`src/rtl/fib_bcd.sv`:
```
// fib_bcd: sequential binary-to-BCD converter (double-dabble, one bit per cycle).
// Accepts one W-bit value through in_valid/in_ready, produces three decimal
// digits held behind out_valid/out_ready.
// Optional: define FIB_BCD_SEG_EN to add registered seven-segment outputs
// (seg_h/seg_t/seg_o, active-high, bit order gfedcba).
module fib_bcd #(
  parameter int W = 8
) (
  input  logic         clk,
  input  logic         rst,
  input  logic [W-1:0] in_data,
  input  logic         in_valid,
  output logic         in_ready,
  output logic [3:0]   bcd_h,
  output logic [3:0]   bcd_t,
  output logic [3:0]   bcd_o,
  output logic         out_valid,
  input  logic         out_ready
`ifdef FIB_BCD_SEG_EN
  ,
  output logic [6:0]   seg_h,
  output logic [6:0]   seg_t,
  output logic [6:0]   seg_o
`endif
);

  typedef enum logic [1:0] {IDLE, SHIFT, DONE} state_t;

  state_t        state;
  logic [W-1:0]  bin;
  logic [11:0]   bcd;
  logic [3:0]    cnt;

  logic [11:0]   adj;
  logic [11+W:0] sh;
  logic [11:0]   bcd_nxt;
  logic [W-1:0]  bin_nxt;
  logic          last;

  // Add-3 correction per nibble; 4-bit adds, no carry between nibbles.
  for (genvar i = 0; i < 3; i++) begin : g_adj
    assign adj[4*i +: 4] = (bcd[4*i +: 4] >= 4'd5) ? bcd[4*i +: 4] + 4'd3
                                                   : bcd[4*i +: 4];
  end

  assign sh      = {adj, bin} << 1;
  assign bcd_nxt = sh[11+W:W];
  assign bin_nxt = sh[W-1:0];
  assign last    = (cnt == 4'(W - 1));

  // Ready is a pure state decode so upstream sees no input-to-output path.
  assign in_ready = (state == IDLE);

`ifdef FIB_BCD_SEG_EN
  function automatic logic [6:0] seg_dec(input logic [3:0] d);
    case (d)
      4'd0: seg_dec = 7'h3F;
      4'd1: seg_dec = 7'h06;
      4'd2: seg_dec = 7'h5B;
      4'd3: seg_dec = 7'h4F;
      4'd4: seg_dec = 7'h66;
      4'd5: seg_dec = 7'h6D;
      4'd6: seg_dec = 7'h7D;
      4'd7: seg_dec = 7'h07;
      4'd8: seg_dec = 7'h7F;
      4'd9: seg_dec = 7'h6F;
      default: seg_dec = 7'h00;
    endcase
  endfunction

  // Segment registers track the digit registers, updating on the DONE entry edge.
  always_ff @(posedge clk or posedge rst) begin
    if (rst) begin
      seg_h <= 7'h3F;
      seg_t <= 7'h3F;
      seg_o <= 7'h3F;
    end else if (state == SHIFT && last) begin
      seg_h <= seg_dec(bcd_nxt[11:8]);
      seg_t <= seg_dec(bcd_nxt[7:4]);
      seg_o <= seg_dec(bcd_nxt[3:0]);
    end
  end
`endif

  // Control FSM with shift engine; digits only change when entering DONE.
  always_ff @(posedge clk or posedge rst) begin
    if (rst) begin
      state     <= IDLE;
      bin       <= '0;
      bcd       <= '0;
      cnt       <= '0;
      bcd_h     <= '0;
      bcd_t     <= '0;
      bcd_o     <= '0;
      out_valid <= 1'b0;
    end else begin
      case (state)
        IDLE: if (in_valid) begin
          bin   <= in_data;
          bcd   <= '0;
          cnt   <= '0;
          state <= SHIFT;
        end
        SHIFT: begin
          bcd <= bcd_nxt;
          bin <= bin_nxt;
          cnt <= cnt + 4'd1;
          if (last) begin
            bcd_h     <= bcd_nxt[11:8];
            bcd_t     <= bcd_nxt[7:4];
            bcd_o     <= bcd_nxt[3:0];
            out_valid <= 1'b1;
            state     <= DONE;
          end
        end
        DONE: if (out_ready) begin
          out_valid <= 1'b0;
          state     <= IDLE;
        end
        default: state <= IDLE;
      endcase
    end
  end

endmodule
```
`config.mk`:
```
export PLATFORM = sky130hd
export DESIGN_NAME = fib_bcd
export DESIGN_NICKNAME = d
export VERILOG_FILES = /design/src/rtl/fib_bcd.sv
export SDC_FILE = /design/constraint.sdc
export NUM_CORES = 1
export LEC_CHECK = 0
export CAP_MARGIN = 20
export CORE_MARGIN = 4
export CORE_UTILIZATION = 40
export CTS_CLUSTER_SIZE = 10
export DETAILED_ROUTE_END_ITERATION = 16
export SYNTH_ARGS = -nofsm -noshare
export SYNTH_HDL_FRONTEND = slang
export SYNTH_SLANG_ARGS = --single-unit
```
`constraint.sdc`:
```
create_clock -name clk -period 3.35 [get_ports clk]
set_input_delay 0.5025 -clock clk [delete_from_list [all_inputs] [get_ports clk]]
set_output_delay 0.5025 -clock clk [all_outputs]
set_load 0.01 [all_outputs]
```
==> metrics.md, run 1 <==
| Metric | Value |
|---|---|
| Status | `complete, no violations` |
| Most frequent cells in the layout | `dfrtp_1, o21ai_0, clkdlybuf4s50_1` |
| Initial DRC count | `89` |
| Routability congestion estimate | `roughly 0.81` |
| WP data arrival | `~1.7 ns` |
| Most common cell after layout, fill and taps aside | `dfrtp_1` |
| Final Max Slew Viols | `0` |
| Top Ports | `26` |
| Drt via density | `between 5 and 6` |
| Count of final setup violators | `0` |
| Starting density of the core | `0.4217` |
| Fill count | `approximately 400` |
| Full die area | `roughly 5900 sq um` |
| Slew of the pin with the lowest slew margin | `between 0.6 and 0.7 ns` |
| Clk_skew | `about 0.0048 ns` |
| CTS max path bufs | `2` |
| Number of synthesis warnings | `0` |
| CTS Root Cell | `clkbuf_8` |
| Share of the synthesized area in the top cell type | `0.5172` |
| Fin. Hold Viols | `0` |
| Biggest area consumer among synthesized cells | `dfrtp_1` |
| Crit Path Class | `register to output pin` |
| Total Wirelength | `3653 um` |
| Synth unique cells | `28` |
| Crit-path cells | `nor2_1 -> clkdlybuf4s50_1` |
| Setup TNS | `0 ns` |
| Antenna Nets Post-Route | `0` |
| CP required | `about 2.9 ns` |
| HP Class | `register to register` |
| Die W | `approximately 77 um` |
| Crit-path max cell delay | `~0.77 ns` |
| Core area | `4474 sq um` |
| Cells after synthesis | `around 190` |
| Vias in the first global route | `roughly 1,300` |
| Die height | `76.68 um` |
| Initial antenna violation count | `0` |
| Wire length per cell | `approximately 14 um` |
| Worst setup EP type | `output pin` |
| Critical path's slowest cell | `dfrtp_1` |
| Cts hold-fix bufs | `0` |
| Synth Net Count | `204` |
| Fmax | `between 400 and 500 MHz` |
| Largest net degree at the start of global routing | `40` |
| Pwr Density | `roughly 950 nW/um^2` |
| Buf/Inv on CP | `1` |
| ANT cells | `0` |
| CP Max Fanout | `20` |
| Leakage | `between 0.0009 and 0.001 uW` |
| Peak supply drop | `around 300 uV` |
| Area growth syn-to-layout | `19.43%` |
| Grt ovf | `0` |
| Slew Limit Headroom | `0.5406` |
| Final core utilization | `0.5036` |
| Synth area leaders | `dfrtp_1, o21ai_0, ha_1` |
| Worst-Skew Late Latency | `0.29 ns` |
| IO Port Bufs | `25` |
| Crit path launch type | `register` |
| Crit path max-delay family | `flip-flops` |
| Layout cells sized above 1 | `0.09434` |
| Inserted Clock Buffers | `5` |
| Mean Syn Cell Area | `roughly 10 sq um` |
| Max Cap Viol | `0` |
| Row count | `24` |
| Sequential fraction of the synthesis area | `0.5172` |
| Via count | `approximately 1,400` |
| Fin crit period | `2.175 ns` |
| Mapped Area | `between 1500 and 2000 sq um` |
| Fin crit share | `0.6494` |
| Post_cts resized | `0` |
| CTS tree | `done` |
| H-tree depth | `2` |
| Drt drc | `0` |
| Worst-path clk slew | `~0.08 ns` |
| Seq cells post-synth | `39` |
| First-pass DRT Iterations | `4` |
| RSZ-0062 raised after global routing | `false` |
| First-pass GRT wire length | `6237 um` |
| Sink Count | `39` |
| Setup bufs post-CTS | `0` |
| Dpl hpwl | `~2500 um` |
| Final nets | `230` |
| GRT Resource Usage Total | `0.1325` |
[metrics by stage]
stage	hold WS [ns]	std cells	worst slack [ns]	cell area, sq um	total power, uW
final	0.4876	264	1.175	2253	2143
after detailed placement	0.4681	256	1.478	2168	1853
after CTS	0.4914	264	1.160	2253	2169
after floorplan	0.4497	185	1.787	1887	1517
after global routing	0.5188	264	1.052	2253	2328
after global placement	0.4674	256	1.511	2168	1801
[path summary, 6_finish.rpt]
| path | from | to | slack, ns | cells after the start |
|---|---|---|---|---|
| setup / recovery | state[1]$_DFFE_PP0P_ | in_ready | 1.17 | 2 |
| min in group asynchronous | rst | bin[7]$_DFFE_PP0P_ | 0.63 | 3 |
| max in group asynchronous | rst | bcd[7]$_DFFE_PP0P_ | 2.38 | 3 |
| setup reg to reg | state[0]$_DFFE_PP0P_ | bcd_t[1]$_DFFE_PP0P_ | 1.49 | 3 |
| hold reg to reg | out_valid$_DFFE_PP0P_ | out_valid$_DFFE_PP0P_ | 0.49 | 1 |
| hold / removal | out_valid$_DFFE_PP0P_ | out_valid$_DFFE_PP0P_ | 0.49 | 1 |
[cells by family (layout without fill, tap and decap cells)]
family          after synthesis  after routing  share of synthesized area
flops                        39             39                     0.5172
xor+xnor                      3              3                    0.01393
mux                           7              7                    0.04178
simple gates                 57             57                     0.1704
buf+inv                      16             43                    0.04177
compound gates               56             56                     0.1684
fa+ha+maj                     7              7                    0.04642
[power breakdown]
| group | internal, uW | leakage (uW) | switching (uW) |
|---|---|---|---|
| Sequential | 684 | 0.000486 | 196 |
| Combinational | 486 | 0.000448 | 466 |
| Clock | 146 | 0.0000412 | 165 |
[flip-flops by register name, summed over array words and instances (netlist names)]
signal and cells:
cnt 4, bcd_t 4, bcd 12, bin 8
out_valid 1, bcd_o 4, state 2, bcd_h 4
[metal layers]
layer	part of all wire	up-vias	GRT usage
met5	0	-	0
li1	-	695	-
met3	0.042	10	0.04450
met4	0.022	0	0.05254
met2	0.44	29	0.1925
met1	0.49	660	0.1810
[final cells by class]
| class | count | area [sq um] | share of cell area |
|---|---|---|---|
| flip-flops and latches | 39 | 975.9 | 0.4331 |
| repair buffers | 27 | 265.3 | 0.1177 |
| clock inverters | 2 | 12.51 | 0.005552 |
| multi-input cells | 130 | 832.0 | 0.3692 |
| inverters | 8 | 30.03 | 0.01333 |
| clock buffers | 6 | 72.57 | 0.03220 |
| well taps | 52 | 65.06 | 0.02887 |
[synth_stat cells, drive strengths merged]
library cell and number:
nor2b 2, xnor2 3, buf 6, nor3b 9
a21oi 17, nand2 20, mux2 7, or3b 2
o31ai 1, a21o 2, clkbuf 2, nand4b 1
dfrtp 39, o21bai 1, a31oi 3, o21ai 25
o22ai 1, nand2b 5, ha 7, a22o 6
inv 8, nor3 4, nor2 12, nand3b 1
nand3 1
Power figures use the tool's default switching activity.
==> run 2, diff against run 1 <==
clock period = 2 ns   (was 3.35 ns; I/O delays follow)
==> metrics.md, run 2 (synthesis gave the netlist of run 1 again) <==
| Metric | Value |
|---|---|
| Status | `complete, no violations` |
| Inserted Clock Buffers | `5` |
| CTS Root Cell | `clkbuf_8` |
| CP required | `1.70 ns` |
| Critical path's slowest cell | `clkdlybuf4s50_1` |
| Peak supply drop | `581.7 uV` |
| Via count | `roughly 1,400` |
| Cts hold-fix bufs | `0` |
| Dpl hpwl | `2671 um` |
| HP Class | `input port to async pin` |
| Most flops, register | `bcd` |
| Total Wirelength | `3683 um` |
| Largest regs | `bcd: 12 flops, bin: 8 flops` |
| Drt via density | `5.230` |
| Fin crit period | `1.865 ns` |
| Leakage | `0.001025 uW` |
| Most common cell after layout, fill and taps aside | `dfrtp_1` |
| Full die area | `around 5900 sq um` |
| Fin crit share | `0.9327` |
| Final core utilization | `0.5227` |
| Initial antenna violation count | `0` |
| Final nets | `about 240` |
| Crit path launch type | `register` |
| H-tree depth | `2` |
| Post_cts resized | `0` |
| Crit path max-delay family | `buffers and inverters` |
| First-pass GRT wire length | `between 6000 and 7000 um` |
| CTS tree | `done` |
| Row count | `24` |
| Setup TNS | `0 ns` |
| Worst-Skew Late Latency | `between 0.2 and 0.3 ns` |
| Pwr Density | `around 1700 nW/um^2` |
| Max Cap Viol | `0` |
| IO Port Bufs | `25` |
| Die height | `between 70 and 80 um` |
| Post-route cell area | `about 2300 sq um` |
| Top Ports | `26` |
| Fin. Hold Viols | `0` |
| Placement Cell Area | `2206 sq um` |
| Worst setup EP type | `output pin` |
| Largest net degree at the start of global routing | `40` |
| Count of final setup violators | `0` |
| Crit-path max cell delay | `about 0.56 ns` |
| Initial DRC count | `between 50 and 60` |
| Grt ovf | `0` |
| Layout cells sized above 1 | `0.1152` |
| Setup bufs post-CTS | `0` |
| Fmax | `approximately 540 MHz` |
| Slew Limit Headroom | `0.6778` |
| ANT cells | `0` |
| Drt drc | `0` |
| Core area | `about 4500 sq um` |
| WP data arrival | `about 1.6 ns` |
| Slew of the pin with the lowest slew margin | `approximately 0.48 ns` |
| Vias in the first global route | `~1,500` |
| Buf/Inv on CP | `1` |
| Tot Pwr | `around 3900 uW` |
| RSZ-0062 raised after global routing | `false` |
| Max reg flops | `12` |
| Starting density of the core | `0.4217` |
| Fill count | `~400` |
| Sink Count | `39` |
| GRT Resource Usage Total | `0.1355` |
| Wire length per cell | `13.69 um` |
| Area growth syn-to-layout | `23.94%` |
| Antenna Nets Post-Route | `0` |
| CP Max Fanout | `15` |
| Most frequent cells in the layout | `dfrtp_1, o21ai_0, clkdlybuf4s50_1` |
| Final Max Slew Viols | `0` |
| Die W | `between 70 and 80 um` |
| First-pass DRT Iterations | `4` |
| Crit Path Class | `register to output pin` |
| Worst-path clk slew | `around 0.080 ns` |
| CTS max path bufs | `2` |
| Routability congestion estimate | `around 0.77` |
| Clk_skew | `approximately 0.0053 ns` |
| Crit-path cells | `nor2_1 -> clkdlybuf4s50_1` |
==> run 2: changes by cell type in the layout (fill, tap and decap cells not counted) <==
cell and delta:
buf_4 +5, bufinv_16 +2, clkinv_2 -1, clkinvlp_4 -1
==> run 2: final timing paths <==
path | cells after the start | to | startpoint | slack [ns]
max | 2 | in_ready | state[0]$_DFFE_PP0P_ | 0.13
min | 3 | bin[5]$_DFFE_PP0P_ | rst | 0.43
max reg2reg | 6 | bcd_t[2]$_DFFE_PP0P_ | bcd[4]$_DFFE_PP0P_ | 0.34
min reg2reg | 2 | bin[6]$_DFFE_PP0P_ | bin[6]$_DFFE_PP0P_ | 0.49
max in group asynchronous | 3 | cnt[2]$_DFFE_PP0P_ | rst | 1.23
min in group clk | 2 | bin[6]$_DFFE_PP0P_ | bin[6]$_DFFE_PP0P_ | 0.49
==> run 2: layout make-up <==
type / instances / area, sq um / share of cell area
multi-input combinational: 130 / 832.0 / 0.3558
inverter: 8 / 30.03 / 0.01284
timing repair buffer: 32 / 302.8 / 0.1295
clock buffer: 6 / 72.57 / 0.03103
tap: 52 / 65.06 / 0.02782
clock inverter: 2 / 60.06 / 0.02568
sequential: 39 / 975.9 / 0.4173
==> run 2: report_power, final <==
group,total [uW],internal (uW),switching (uW),leakage (uW)
clock,761,499,262,0.0000654
sequential,1450,1150,308,0.000486
combinational,1670,855,817,0.000473
total,3890,2500,1390,0.00102
==> run 2: metrics by stage <==
step	setup slack, ns	std cells	hold WS, ns
detailed placement	0.3244	261	0.4791
global placement	0.3803	261	0.4721
global route	0.04092	269	0.4707
floorplan	0.4372	185	0.3891
CTS	0.1224	269	0.4524
finish	0.1345	269	0.4342
==> run 2: per-layer routing <==
metal | track usage | vias up | wire (um)
li1 | - | 700 | -
met1 | 0.1564 | 673 | 1579
met2 | 0.2334 | 29 | 1877
met3 | 0.03981 | 5 | 187
met4 | 0.05616 | 0 | 39
met5 | 0 | - | 0
==> run 2: worst register-to-register path, stage by stage, from the launching register on <==
cell	delay, ns
dfrtp_1	0.43
inv_1	0.09
ha_1	0.20
nand2b_1	0.08
a21oi_1	0.22
mux2_2	0.37
o31ai_1	0.18
